File: config.mk
export PLATFORM = sky130hd
export DESIGN_NAME = uart_apb_regs
export DESIGN_NICKNAME = d
export VERILOG_FILES = /design/src/rtl/uart_apb_regs.sv
export SDC_FILE = /design/constraint.sdc
export NUM_CORES = 1
export LEC_CHECK = 0
export BUFFER_PORTS_ARGS = -buffer_cell sky130_fd_sc_hd__buf_2
export CAP_MARGIN = 25
export CORE_MARGIN = 2
export CORE_UTILIZATION = 35
export DETAILED_ROUTE_END_ITERATION = 16
export PLACE_DENSITY = 0.69
export SLEW_MARGIN = 20
export SYNTH_ARGS = -nofsm -noshare
export SYNTH_HDL_FRONTEND = slang
export SYNTH_SLANG_ARGS = --single-unit
File: constraint.sdc
create_clock -name PCLK -period 2.8 [get_ports PCLK]
set_clock_uncertainty 0.15 [all_clocks]
set_input_delay 0.14 -clock PCLK [delete_from_list [all_inputs] [get_ports PCLK]]
set_output_delay 0.14 -clock PCLK [all_outputs]
set_load 0.05 [all_outputs]
File: src/rtl/uart_apb_regs.sv
// uart_apb_regs
// APB3 slave register file for the UART subsystem.
//
// Register map (byte offsets, PADDR[4:0] decoded, word aligned):
//   0x00 DATA     : write pushes PWDATA[7:0] into TX FIFO, read pops RX FIFO
//   0x04 CTRL     : [0] en_sys [1] tx_en [3:2] clk_freq_index [6:4] baud_rate_index
//                   [7] spare, read/write, so software readback matches the written byte
//   0x08 STAT     : live status, read only
//   0x0C INT_STAT : write-1-to-clear, [0] rx_done [1] tx_done [2] rx_err [3] rx_thresh
//   0x10 INT_EN   : [3:0] interrupt mask
//   0x14 RX_THR   : [LVL_W-1:0] RX level threshold, reset 1
//
// Ports:
//   PCLK, PRESETn                       clock, async active-low reset
//   PADDR/PSELx/PENABLE/PWRITE/PWDATA   APB request
//   PREADY/PRDATA/PSLVERR               APB response
//   full_tx_fifo, tx_level              TX FIFO status
//   empty_rx_fifo, rx_level, dout_rx_fifo  RX FIFO status and show-ahead data
//   tx_busy/tx_ready/rx_busy/rx_ready/rx_error  engine status
//   din_tx_fifo, wr_en_tx_fifo          TX FIFO push
//   rd_en_rx_fifo                       RX FIFO pop
//   en_sys/tx_en/clk_freq_index/baud_rate_index  configuration
//   irq                                 registered level interrupt
//
// Optional feature macro: UART_APB_STALL_TIMEOUT_EN
//   When defined, a DATA write held off by a full TX FIFO is terminated with
//   PSLVERR after STALL_TIMEOUT stalled cycles and the write is dropped.
//   When undefined, PREADY stays low until the TX FIFO has room.

module uart_apb_regs #(
  parameter int ADDR_WIDTH    = 5,
  parameter int DATA_WIDTH    = 32,
  parameter int LVL_W         = 5,
  parameter int WAIT_CYCLES   = 0,
  parameter int STALL_TIMEOUT = 16
) (
  input  logic                  PCLK,
  input  logic                  PRESETn,
  input  logic [ADDR_WIDTH-1:0] PADDR,
  input  logic                  PSELx,
  input  logic                  PENABLE,
  input  logic                  PWRITE,
  input  logic [DATA_WIDTH-1:0] PWDATA,
  output logic                  PREADY,
  output logic [DATA_WIDTH-1:0] PRDATA,
  output logic                  PSLVERR,
  input  logic                  full_tx_fifo,
  input  logic [LVL_W-1:0]      tx_level,
  input  logic                  empty_rx_fifo,
  input  logic [LVL_W-1:0]      rx_level,
  input  logic [7:0]            dout_rx_fifo,
  input  logic                  tx_busy,
  input  logic                  tx_ready,
  input  logic                  rx_busy,
  input  logic                  rx_ready,
  input  logic                  rx_error,
  output logic [7:0]            din_tx_fifo,
  output logic                  wr_en_tx_fifo,
  output logic                  rd_en_rx_fifo,
  output logic                  en_sys,
  output logic                  tx_en,
  output logic [1:0]            clk_freq_index,
  output logic [2:0]            baud_rate_index,
  output logic                  irq
);

  localparam logic [1:0] ST_IDLE   = 2'd0;
  localparam logic [1:0] ST_WAIT   = 2'd1;
  localparam logic [1:0] ST_ACCESS = 2'd2;

  localparam logic [4:0] A_DATA     = 5'h00;
  localparam logic [4:0] A_CTRL     = 5'h04;
  localparam logic [4:0] A_STAT     = 5'h08;
  localparam logic [4:0] A_INT_STAT = 5'h0C;
  localparam logic [4:0] A_INT_EN   = 5'h10;
  localparam logic [4:0] A_RX_THR   = 5'h14;

  logic [1:0]       state;
  logic [2:0]       wait_cnt;
  logic [7:0]       ctrl_q;
  logic [3:0]       int_stat_q;
  logic [3:0]       int_en_q;
  logic [LVL_W-1:0] rx_thr_q;
  logic             rx_ready_q;
  logic             tx_ready_q;
  logic             rx_error_q;
  logic             irq_q;

  logic [4:0]  addr;
  logic        is_data;
  logic        is_stat;
  logic        is_int_stat;
  logic        mapped;
  logic        data_wr;
  logic        in_access;
  logic        bus_phase;
  logic        stalled;
  logic        stall_timeout;
  logic        completion;
  logic        err_cond;
  logic        wr_ok;
  logic        rd_ok;
  logic [31:0] wdata_ext;
  logic [31:0] rdata_ext;
  logic [31:0] stat_word;
  logic [3:0]  int_set;
  logic [3:0]  int_w1c;
  logic        thr_hit;
  logic        unused_ok;

  assign addr        = PADDR[4:0];
  assign wdata_ext   = 32'(PWDATA);
  assign is_data     = (addr == A_DATA);
  assign is_stat     = (addr == A_STAT);
  assign is_int_stat = (addr == A_INT_STAT);
  assign mapped      = (addr == A_DATA) || (addr == A_CTRL) || (addr == A_STAT) ||
                       (addr == A_INT_STAT) || (addr == A_INT_EN) || (addr == A_RX_THR);
  assign data_wr     = PWRITE & is_data;
  assign in_access   = (state == ST_ACCESS);
  assign bus_phase   = PSELx & PENABLE;

`ifdef UART_APB_STALL_TIMEOUT_EN
  logic [7:0] stall_cnt;

  // Once the counter has reached the limit the transfer is forced to end.
  assign stall_timeout = in_access & bus_phase & data_wr & full_tx_fifo &
                         (stall_cnt == 8'(STALL_TIMEOUT));
  assign stalled       = in_access & bus_phase & data_wr & full_tx_fifo & ~stall_timeout;

  // Counts consecutive stalled cycles of the current transfer only.
  always_ff @(posedge PCLK or negedge PRESETn) begin
    if (!PRESETn) begin
      stall_cnt <= 8'd0;
    end else if (stalled) begin
      stall_cnt <= stall_cnt + 8'd1;
    end else begin
      stall_cnt <= 8'd0;
    end
  end
`else
  assign stall_timeout = 1'b0;
  assign stalled       = in_access & bus_phase & data_wr & full_tx_fifo;
`endif

  assign PREADY     = ~((state == ST_WAIT) | stalled);
  // Completion is only honoured in ACCESS so a leftover enable phase after
  // reset cannot trigger a FIFO pulse or register write.
  assign completion = in_access & bus_phase & PREADY;

  assign err_cond = ~mapped |
                    (PWRITE & is_stat) |
                    (~PWRITE & is_data & empty_rx_fifo) |
                    stall_timeout;

  assign wr_ok   = completion & PWRITE & ~err_cond;
  assign rd_ok   = completion & ~PWRITE & ~err_cond;
  assign PSLVERR = completion & err_cond;

  assign wr_en_tx_fifo = wr_ok & is_data;
  assign din_tx_fifo   = wr_en_tx_fifo ? PWDATA[7:0] : 8'h00;
  assign rd_en_rx_fifo = rd_ok & is_data;

  assign stat_word = {8'h00, 8'(tx_level), 8'(rx_level), 1'b0,
                      tx_busy, tx_ready, full_tx_fifo,
                      rx_error, rx_busy, rx_ready, empty_rx_fifo};

  // Read mux; fields are built at 32 bits and truncated to the bus width.
  always_comb begin
    rdata_ext = 32'h0;
    case (addr)
      A_DATA:     rdata_ext = {24'h0, dout_rx_fifo};
      A_CTRL:     rdata_ext = {24'h0, ctrl_q};
      A_STAT:     rdata_ext = stat_word;
      A_INT_STAT: rdata_ext = {28'h0, int_stat_q};
      A_INT_EN:   rdata_ext = {28'h0, int_en_q};
      A_RX_THR:   rdata_ext = 32'(rx_thr_q);
      default:    rdata_ext = 32'h0;
    endcase
  end

  assign PRDATA = rd_ok ? rdata_ext[DATA_WIDTH-1:0] : '0;

  // Transfer sequencing: setup -> optional wait states -> access.
  always_ff @(posedge PCLK or negedge PRESETn) begin
    if (!PRESETn) begin
      state    <= ST_IDLE;
      wait_cnt <= 3'd0;
    end else begin
      case (state)
        ST_IDLE: begin
          if (PSELx & ~PENABLE) begin
            if (WAIT_CYCLES > 0) begin
              state    <= ST_WAIT;
              wait_cnt <= 3'(WAIT_CYCLES);
            end else begin
              state <= ST_ACCESS;
            end
          end
        end
        ST_WAIT: begin
          wait_cnt <= wait_cnt - 3'd1;
          if (!PSELx) begin
            state <= ST_IDLE;
          end else if (wait_cnt <= 3'd1) begin
            state <= ST_ACCESS;
          end
        end
        ST_ACCESS: begin
          if (completion | ~PSELx) begin
            state <= ST_IDLE;
          end
        end
        default: state <= ST_IDLE;
      endcase
    end
  end

  // Software-writable registers; an errored write never reaches here.
  always_ff @(posedge PCLK or negedge PRESETn) begin
    if (!PRESETn) begin
      ctrl_q   <= 8'h00;
      int_en_q <= 4'h0;
      rx_thr_q <= LVL_W'(1);
    end else if (wr_ok) begin
      case (addr)
        A_CTRL:   ctrl_q   <= wdata_ext[7:0];
        A_INT_EN: int_en_q <= wdata_ext[3:0];
        A_RX_THR: rx_thr_q <= wdata_ext[LVL_W-1:0];
        default:  ;
      endcase
    end
  end

  assign thr_hit = (rx_thr_q != '0) && (rx_level >= rx_thr_q);
  assign int_set = {thr_hit,
                    rx_error & ~rx_error_q,
                    tx_ready & ~tx_ready_q,
                    rx_ready & ~rx_ready_q};
  assign int_w1c = (wr_ok & is_int_stat) ? wdata_ext[3:0] : 4'h0;

  // Interrupt status: the set term is ORed after the clear so a new event
  // in the same cycle as a W1C is not lost.
  always_ff @(posedge PCLK or negedge PRESETn) begin
    if (!PRESETn) begin
      int_stat_q <= 4'h0;
      rx_ready_q <= 1'b0;
      tx_ready_q <= 1'b0;
      rx_error_q <= 1'b0;
      irq_q      <= 1'b0;
    end else begin
      int_stat_q <= (int_stat_q & ~int_w1c) | int_set;
      rx_ready_q <= rx_ready;
      tx_ready_q <= tx_ready;
      rx_error_q <= rx_error;
      irq_q      <= |(int_stat_q & int_en_q);
    end
  end

  assign irq             = irq_q;
  assign en_sys          = ctrl_q[0];
  assign tx_en           = ctrl_q[1];
  assign clk_freq_index  = ctrl_q[3:2];
  assign baud_rate_index = ctrl_q[6:4];

  assign unused_ok = ^{PADDR, wdata_ext, rdata_ext, (STALL_TIMEOUT > 0)};

endmodule

==> summary.txt <==
Outcome: completed
Post-Synth XOR/XNOR Area: 0%
Ant. Diodes: 0
Register area share after synthesis: 35.93%
Synth Area in Simple Gates: 22.00%
Via/cell ratio: 4.814
Most frequent cells in the layout: buf_2, dfrtp_1, and2_1, mux2_2, conb_1
Synth unique cells: 39
Max_cap viols: 0
RePlAce Congestion: 0.7861
Fin crit share: 82.69%
Crit path DAT: 2.03 ns
H-tree depth: 1
Synth top area share: 34.48%
Fin. max-slew vios: 0
Root Driver: clkbuf_8
WL/cell: 13.73 µm
Clock power share: 34.4%
Dominant synthesized flop cell: dfrtp_1
Gr usage total: 16.00%
Peak supply drop: 0.2489 mV
Post-route ant nets: 0
First-pass GRT wire length: 7.507 mm
Starting density of the core: 35.98%
CTS Buf Count: 3
Finished Cell Area: 2351 µm²
IO buf count: 80
Slowest stage delay, CP: 0.52 ns
Setup TNS: 0 ns
Synth warn: 0
Hold Fails Final Rpt: 0
RSZ-0062 raised after global routing: no
Slew margin rel.: 61.95%
CP Data Required Time: 2.51 ns
CP Class: input port to output pin
Number of enable flip-flop cells after synthesis: 0
Sw Ratio: 27.57%
Worst-path maximum fanout: 8
Num rows: 26
Area Growth Syn to Fin: 29.59%
Startpoint types: input port
Largest family of logic cells by synthesized area: simple AND/OR/NAND/NOR gates
Commonest non-fill, non-tap cell in the layout: buf_2
Synth Cell Area: 1814 µm²
Die Span Y: 76.00 µm
Final core utilization: 46.63%
DRT iter0 DRCs: 101
CP max-delay cell: dlygate4sd3_1
Total grt overflow: 0
Clk sinks: 26
Initial antenna violation count: 0
Internal power: 646.4 µW
Synth Area in Compound Gates: 11.24%
Adder-Cell Fraction of Synth Area: 3.448%
Final setup violation count: 0
Clock tree buffer depth: 2
Hold Slack: 0.01976 ns
Syn Inst Count: 181
WP buf/inv: 3
Vias post-DR: 1608
TritonRoute pass-1 iters: 4
Final min period: 2.315 ns
Core ar.: 5042 µm²
Async set-reset flop share out of synthesis: 100.0%
Synth top area cells: dfrtp_1, mux2_2, buf_4
P_sw: 246.0 µW
Delay-heaviest family, CP: buffers and inverters
Die area: 5775 µm²
Largest net degree at the start of global routing: 27
Static leakage: 0.001219 µW
Share of post-route cells with drive strength above 1: 43.18%
Endpoint type of the worst setup path: output pin
Worst-path clk slew: 0.09 ns
Worst-Margin Slew: 0.5707 ns
Drc violations: 0
Nets: 337
IO Pins: 119
Vias in the first global route: 1574
Cell area power density: 379.6 nW/µm²
Clock latency on the worst-skew pair: 0.27 ns
Total Wirelength: 4.585 mm
Die width: 76.00 µm
Placed cell area: 2180 µm²
Post-synth top area cell: dfrtp_1
Fmax: 431.9 MHz
Worst Hold Class: input port to flop
Comb power frac: 20.4%
Average size of a mapped cell: 10.02 µm²
Hpwl dp: 3.644 mm
CTS tree: yes
CP Cell Sequence: dlygate4sd3_1, buf_2, nand3_1, nand2b_1, nand2b_1, a31oi_1, buf_2
Multiplexer share of the synthesized area: 15.45%
Power share of the sequential group: 45.2%
Flop and latch count out of synthesis: 26
## worst register-to-register path: stages, from the launching register on
cell	delay [ns]
dfstp_2	0.57
ha_1	0.22
nand2b_1	0.13
a211oi_1	0.22
o21ai_0	0.11
a22o_1	0.21
## final cells by class
type                            count  area, µm²
Fill cell                         488       2691
Multi-Input combinational cell    134      998.5
Sequential cell                    26      651.9
Timing Repair Buffer               91      508.0
Tap cell                           70      87.58
Clock buffer                        3      41.29
Inverter                            9      33.78
Clock inverter                      1      30.03
## worst paths after layout
kind	depth (start not counted)	end	slack, ns	startpoint
worst max-delay path	7	PRDATA[1]	0.48	PENABLE
worst min-delay path	2	rx_thr_q[2]	0.02	PWDATA[2]
worst max register to register	5	int_stat_q[3]	1.06	rx_thr_q[0]
worst min register to register	1	rx_thr_q[1]	0.37	rx_thr_q[1]
max in group asynchronous	2	int_en_q[0]	1.87	PRESETn
min in group asynchronous	2	int_en_q[2]	0.24	PRESETn
## power by group through the flow
stage / registers, µW / logic, µW / clock network (µW)
global placement: 410 / 170 / 0
floorplan: 415 / 122 / 0
finish: 403 / 182 / 307
CTS: 403 / 183 / 313
detailed placement: 411 / 172 / 0
global route: 406 / 199 / 323
## flip-flops by register name (all words and copies together), names as in the netlist
signal,count
int_en_q,4
int_stat_q,4
rx_error_q,1
tx_ready_q,1
rx_ready_q,1
irq,1
rx_thr_q,5
ctrl_q,8
state,1
## metrics by stage
| step | power [µW] | setup WS, ns | cells |
|---|---|---|---|
| 4_1_cts | 899.5 | 0.5215 | 334 |
| 2_1_floorplan | 536.9 | 0.6919 | 194 |
| 3_5_place_dp | 582.5 | 0.6649 | 320 |
| 3_3_place_gp | 580.2 | 0.6747 | 320 |
| 6_report | 892.4 | 0.4847 | 334 |
| 5_1_grt | 927.7 | 0.3956 | 334 |
## cells by family after synthesis
family | Yosys count
buffers and inverters | 34
multiplexers | 22
other | 1
AO/OA/AOI/OAI | 27
AND/OR/NAND/NOR | 66
flip-flops | 26
adder cells (fa/ha/maj) | 5
## synth_stat cells, types with 2 or more instances
cell,instances
a211oi_1,2
a21oi_1,5
a222oi_1,3
a22o_1,5
a22oi_1,3
a32oi_1,2
and2_1,18
and3_1,2
and4_1,2
buf_2,2
buf_4,20
clkbuf_1,2
dfrtp_1,25
ha_1,5
inv_1,9
mux2_2,18
mux4_2,3
nand2_1,11
nand2b_1,4
nand3_1,5
nand3b_1,2
nor2_1,12
nor3_1,2
nor3b_4,2
o21ai_0,3
## routing by layer
layer | vias up | global-route usage, % | part of all wire (%)
li1 | 777 | - | -
met5 | - | 0 | 0
met2 | 72 | 27.86 | 50
met3 | 4 | 3.436 | 7.3
met4 | 0 | 3.273 | 0.55
met1 | 755 | 20.62 | 42
## timing repair
item	4_1_cts	5_1_grt
gates resized for setup	0	0
hold endpoints to repair	37	0
hold buffers	10	0
setup buffers	0	0
No activity file was read; power rests on OpenSTA's default activity.
